**src/rtl/seq_normalizer.sv**
```systemverilog
// Multi-cycle left normalizer: shifts a word left one bit per clock until its MSB is set.
// Reports the shift count so a logical right shift by out_shift restores the original word.
module seq_normalizer #(
  parameter  int WIDTH = 8,
  localparam int CNT_W = $clog2(WIDTH)
) (
  input  logic             clk,
  input  logic             rst_n,
  input  logic             in_valid,
  output logic             in_ready,
  input  logic [WIDTH-1:0] in_data,
  output logic             out_valid,
  input  logic             out_ready,
  output logic [WIDTH-1:0] out_data,
  output logic [CNT_W-1:0] out_shift,
  output logic             out_zero
);

  typedef enum logic [1:0] {IDLE, SHIFT, DONE} state_t;

  state_t           state, state_nxt;
  logic [WIDTH-1:0] work;
  logic [CNT_W-1:0] count;

  assign in_ready  = (state == IDLE);
  assign out_valid = (state == DONE);

  always_ff @(posedge clk or negedge rst_n) begin
    if (!rst_n) state <= IDLE;
    else        state <= state_nxt;
  end

  always_comb begin
    state_nxt = state;
    case (state)
      IDLE:    if (in_valid) state_nxt = (in_data == '0) ? DONE : SHIFT;
      SHIFT:   if (work[WIDTH-1]) state_nxt = DONE;
      DONE:    if (out_ready) state_nxt = IDLE;
      default: state_nxt = IDLE;
    endcase
  end

  // Result registers are separate from the work register so they hold across the next accept.
  always_ff @(posedge clk or negedge rst_n) begin
    if (!rst_n) begin
      work      <= '0;
      count     <= '0;
      out_data  <= '0;
      out_shift <= '0;
      out_zero  <= 1'b0;
    end else begin
      case (state)
        IDLE: if (in_valid) begin
          work  <= in_data;
          count <= '0;
          if (in_data == '0) begin
            out_data  <= '0;
            out_shift <= '0;
            out_zero  <= 1'b1;
          end
        end
        SHIFT: if (work[WIDTH-1]) begin
          out_data  <= work;
          out_shift <= count;
          out_zero  <= 1'b0;
        end else begin
          work  <= {work[WIDTH-2:0], 1'b0};
          count <= count + 1'b1;
        end
        default: ;
      endcase
    end
  end

endmodule

```
**config.mk**
```make
export PLATFORM = sky130hd
export DESIGN_NAME = seq_normalizer
export DESIGN_NICKNAME = d
export VERILOG_FILES = /design/src/rtl/seq_normalizer.sv
export SDC_FILE = /design/constraint.sdc
export NUM_CORES = 1
export LEC_CHECK = 0
export ABC_AREA = 1
export CAP_MARGIN = 25
export CORE_MARGIN = 4
export CORE_UTILIZATION = 43
export DETAILED_ROUTE_END_ITERATION = 6
export PLACE_DENSITY = 0.8
export SLEW_MARGIN = 40
export SYNTH_ARGS = -nofsm -noshare
export SYNTH_HDL_FRONTEND = slang
export SYNTH_SLANG_ARGS = --single-unit
export TNS_END_PERCENT = 10
```
**constraint.sdc**
```tcl
create_clock -name clk -period 1.15 [get_ports clk]
set_input_delay 0.23 -clock clk [delete_from_list [all_inputs] [get_ports clk]]
set_output_delay 0.23 -clock clk [all_outputs]
set_load 0.02 [all_outputs]
```
==> impl_metrics.yaml <==
logic_synthesis:
  syn_area_mm2: 0.00110
  postSynthCellCount: 132
  synth.distinct_cells: 18
  synth.avg_cell_area_um2: 8.33
  ys_ff_latch: 25
  yosysWarnings: 0
  synth_area_leader_cell: "dfrtp_1"
  synthTopCellsByArea: "dfrtp_1 (57%), nand2_1 (17%), nand3_1 (10%)"
  netlist.area_leader.share: 0.569
  seq_area_frac_synth: 0.569
  syn_nets: 145
global_routing:
  antenna_found_initial: 0
  use_met2: 0.329
  track_usage: 0.180
  grt_overflow_total: 0
  grtUsageMet3: 0.0263
  grt_pass1_wl_um: 4730
  grt_pass1_vias: 1116
  grt_max_degree: 26
  grt_busiest_layer: "met2"
  gr-usage-met1: 0.214
floorplan:
  core_area_mm2: 0.00245
  dieArea_mm2: 0.00343
  ioPinCount: 26
  fp.dieH_um: 58.6
  fp.dieW_um: 58.6
  start_util: 0.448
  row_count: 18
route:
  first_pass_iters: 4
  drt_iter0_drc: 27
  route.antenna.remaining_nets: 0
  via_per_inst: 4.97
  remaining_drc_errors: 0
  routed-via-count: 1083
  wl_um: 2730
  wire_per_inst_um: 12.5
place:
  globalplace.congestion: 0.880
  place_hpwl_um: 1980
  place_inst: 213
  port-buffer-count: 25
  placed_cell_area_mm2: 0.00162
cells_and_area:
  drive_above_1_share: 0.362
  fin_cells: 218
  antennaDiodeCount: 0
  area_growth_pct: 53.1
  layout.nets: 202
  fin_area_mm2: 0.00168
  n_fill_cell: 190
worst_setup_path:
  critPathTopFamily: "simple AND/OR/NAND/NOR gates"
  crit_required_ns: 1.38
  crit_path_end_kind: "register"
  crit_arrival_ns: 1.55
  cp-start-kind: "register"
  path_max_fanout: 13
  cpMostUsedCell: "nand2_4"
  crit_chain: "buf_6 > inv_4 > nor2_4 > nand2_4 > nand2_4 > nor2_4 > nand2_4 > nand2_1 > nand2_1"
  slowest_stage: "dfrtp_2"
  critPathMaxStageDelay_ns: 0.46
  critPathBufInv: 2
  critPathKind: "register to register"
sta:
  hold_violations: 0
  rsz0062_at_grt: "true"
  finClkSkew_ns: 0.00530
  fin_ws_ns: -0.166
  setup_viol: 25
  post-route-min-period_ns: 1.32
  period_share: 1.14
  timing.slew.headroom: 0.775
  fmaxAchievable_mhz: 760
  slew_viol_final: 0
  tightestPinTransition_ns: 0.336
cts:
  numCtsBuffers: 3
  ctsHoldBuffers: 0
  clockBufferDepth: 2
  clk_latency_ns: 0.32
  htreeDepth: 1
  ctsRootBufferMaster: "clkbuf_4"
  cts.sinks: 25
  cts_tree: "built"
  clk_pin_slew_ns: 0.13
run_status:
  violations: "negative setup slack"
  outcome: "finished, violations left"
pwr:
  p_per_area_mw_per_mm2: 2690
  leakagePower_nw: 0.897
  ir_drop_mv: 1.66
run:
  maxCapViolations: 0
min_path:
  hold_path.class: "primary input to async pin"
kinds of logic after synthesis:
kind of cell,share of synthesized area
flops,0.569
compound gates,0.0444
buf+inv,0.0444
simple gates,0.331
fa+ha+maj,0.0114
registers in the layout, indices dropped and copies added, names as in the netlist:
| signal | count |
|---|---|
| count | 3 |
| out_shift | 3 |
| out_data | 8 |
| state | 2 |
| out_zero | 1 |
| work | 8 |
worst reg2reg max path, stage by stage, from the launching register on:
cell	delay, ns
dfrtp_2	0.46
buf_6	0.14
inv_4	0.06
nor2_4	0.04
nand2_4	0.08
nand2_4	0.06
nor2_4	0.11
nand2_4	0.12
nand2_1	0.11
nand2_1	0.05
report_power, final:
part | leakage (nW) | internal [mW] | total [mW] | switching [mW]
combinational | 0.561 | 1.17 | 2.60 | 1.42
clock | 0.0177 | 0.130 | 0.389 | 0.258
sequential | 0.319 | 1.24 | 1.54 | 0.301
total | 0.897 | 2.55 | 4.53 | 1.98
stage by stage:
step	TNS, ns	util	worst slack [ns]	hold WS [ns]	power, mW
floorplan	-1.20	-	-0.0831	-0.0656	2.75
global placement	-7.16	0.661	-0.445	0.464	3.84
detailed placement	-8.25	0.661	-0.520	0.473	3.92
CTS	-2.72	0.671	-0.158	0.230	4.39
global route	-4.86	0.686	-0.234	0.232	4.87
finish	-3.08	0.686	-0.166	0.233	4.53
cells in the final DEF (no fill, tap or decap), types with 4 or more instances in the layout:
master            n
nand3_1          20
inv_1             5
dfrtp_1          23
clkdlybuf4s50_1  11
nor2_4            4
nand2_1          46
buf_4            25
buf_2            10
buf_6             6
nor2_1            4
synth_stat cells:
| cell type | count |
|---|---|
| a21oi_1 | 1 |
| nor3_1 | 1 |
| buf_6 | 1 |
| nor2_1 | 9 |
| dfrtp_1 | 25 |
| clkinv_1 | 1 |
| nand3_1 | 22 |
| o211ai_1 | 1 |
| nor2_2 | 1 |
| ha_1 | 1 |
| inv_2 | 2 |
| clkbuf_1 | 1 |
| nand2_2 | 3 |
| nand2_1 | 49 |
| o21ai_0 | 6 |
| and3_1 | 1 |
| o22ai_1 | 1 |
| inv_1 | 6 |
final timing paths:
check | from | endpoint | slack [ns] | cells past startpoint
setup / recovery | state[0]$_DFFE_PN0P_ | out_data[5]$_DFFE_PN0P_ | -0.17 | 9
hold / removal | rst_n | out_shift[0]$_DFFE_PN0P_ | 0.23 | 2
setup reg to reg | state[0]$_DFFE_PN0P_ | out_data[5]$_DFFE_PN0P_ | -0.17 | 9
hold reg to reg | out_data[4]$_DFFE_PN0P_ | out_data[4]$_DFFE_PN0P_ | 0.49 | 2
max in group asynchronous | rst_n | state[0]$_DFFE_PN0P_ | 0.76 | 2
min in group clk | out_ready | state[1]$_DFFE_PN0P_ | 0.46 | 2
layer usage:
layer | wire (um) | vias up
li1 | - | 539
met1 | 1170 | 515
met2 | 1380 | 25
met3 | 143 | 4
met4 | 33 | 0
met5 | 0 | -
cell type report:
| type | instances | area, um^2 | area share |
|---|---|---|---|
| flip-flops and latches | 25 | 628 | 0.373 |
| multi-input cells | 96 | 494 | 0.293 |
| repair buffers | 54 | 450 | 0.267 |
| inverters | 9 | 46.3 | 0.0275 |
| well taps | 30 | 37.5 | 0.0223 |
| clock buffers | 3 | 22.5 | 0.0134 |
| clock inverters | 1 | 5.00 | 0.00297 |
timing repair:
item,CTS,global route
setup endpoints to repair,37,32
buffers inserted,1,0
endpoints found under the hold margin,0,0
pin swaps,1,2
gates resized for setup,75,13
gates cloned,0,0
(Power assumes the default switching activity.)
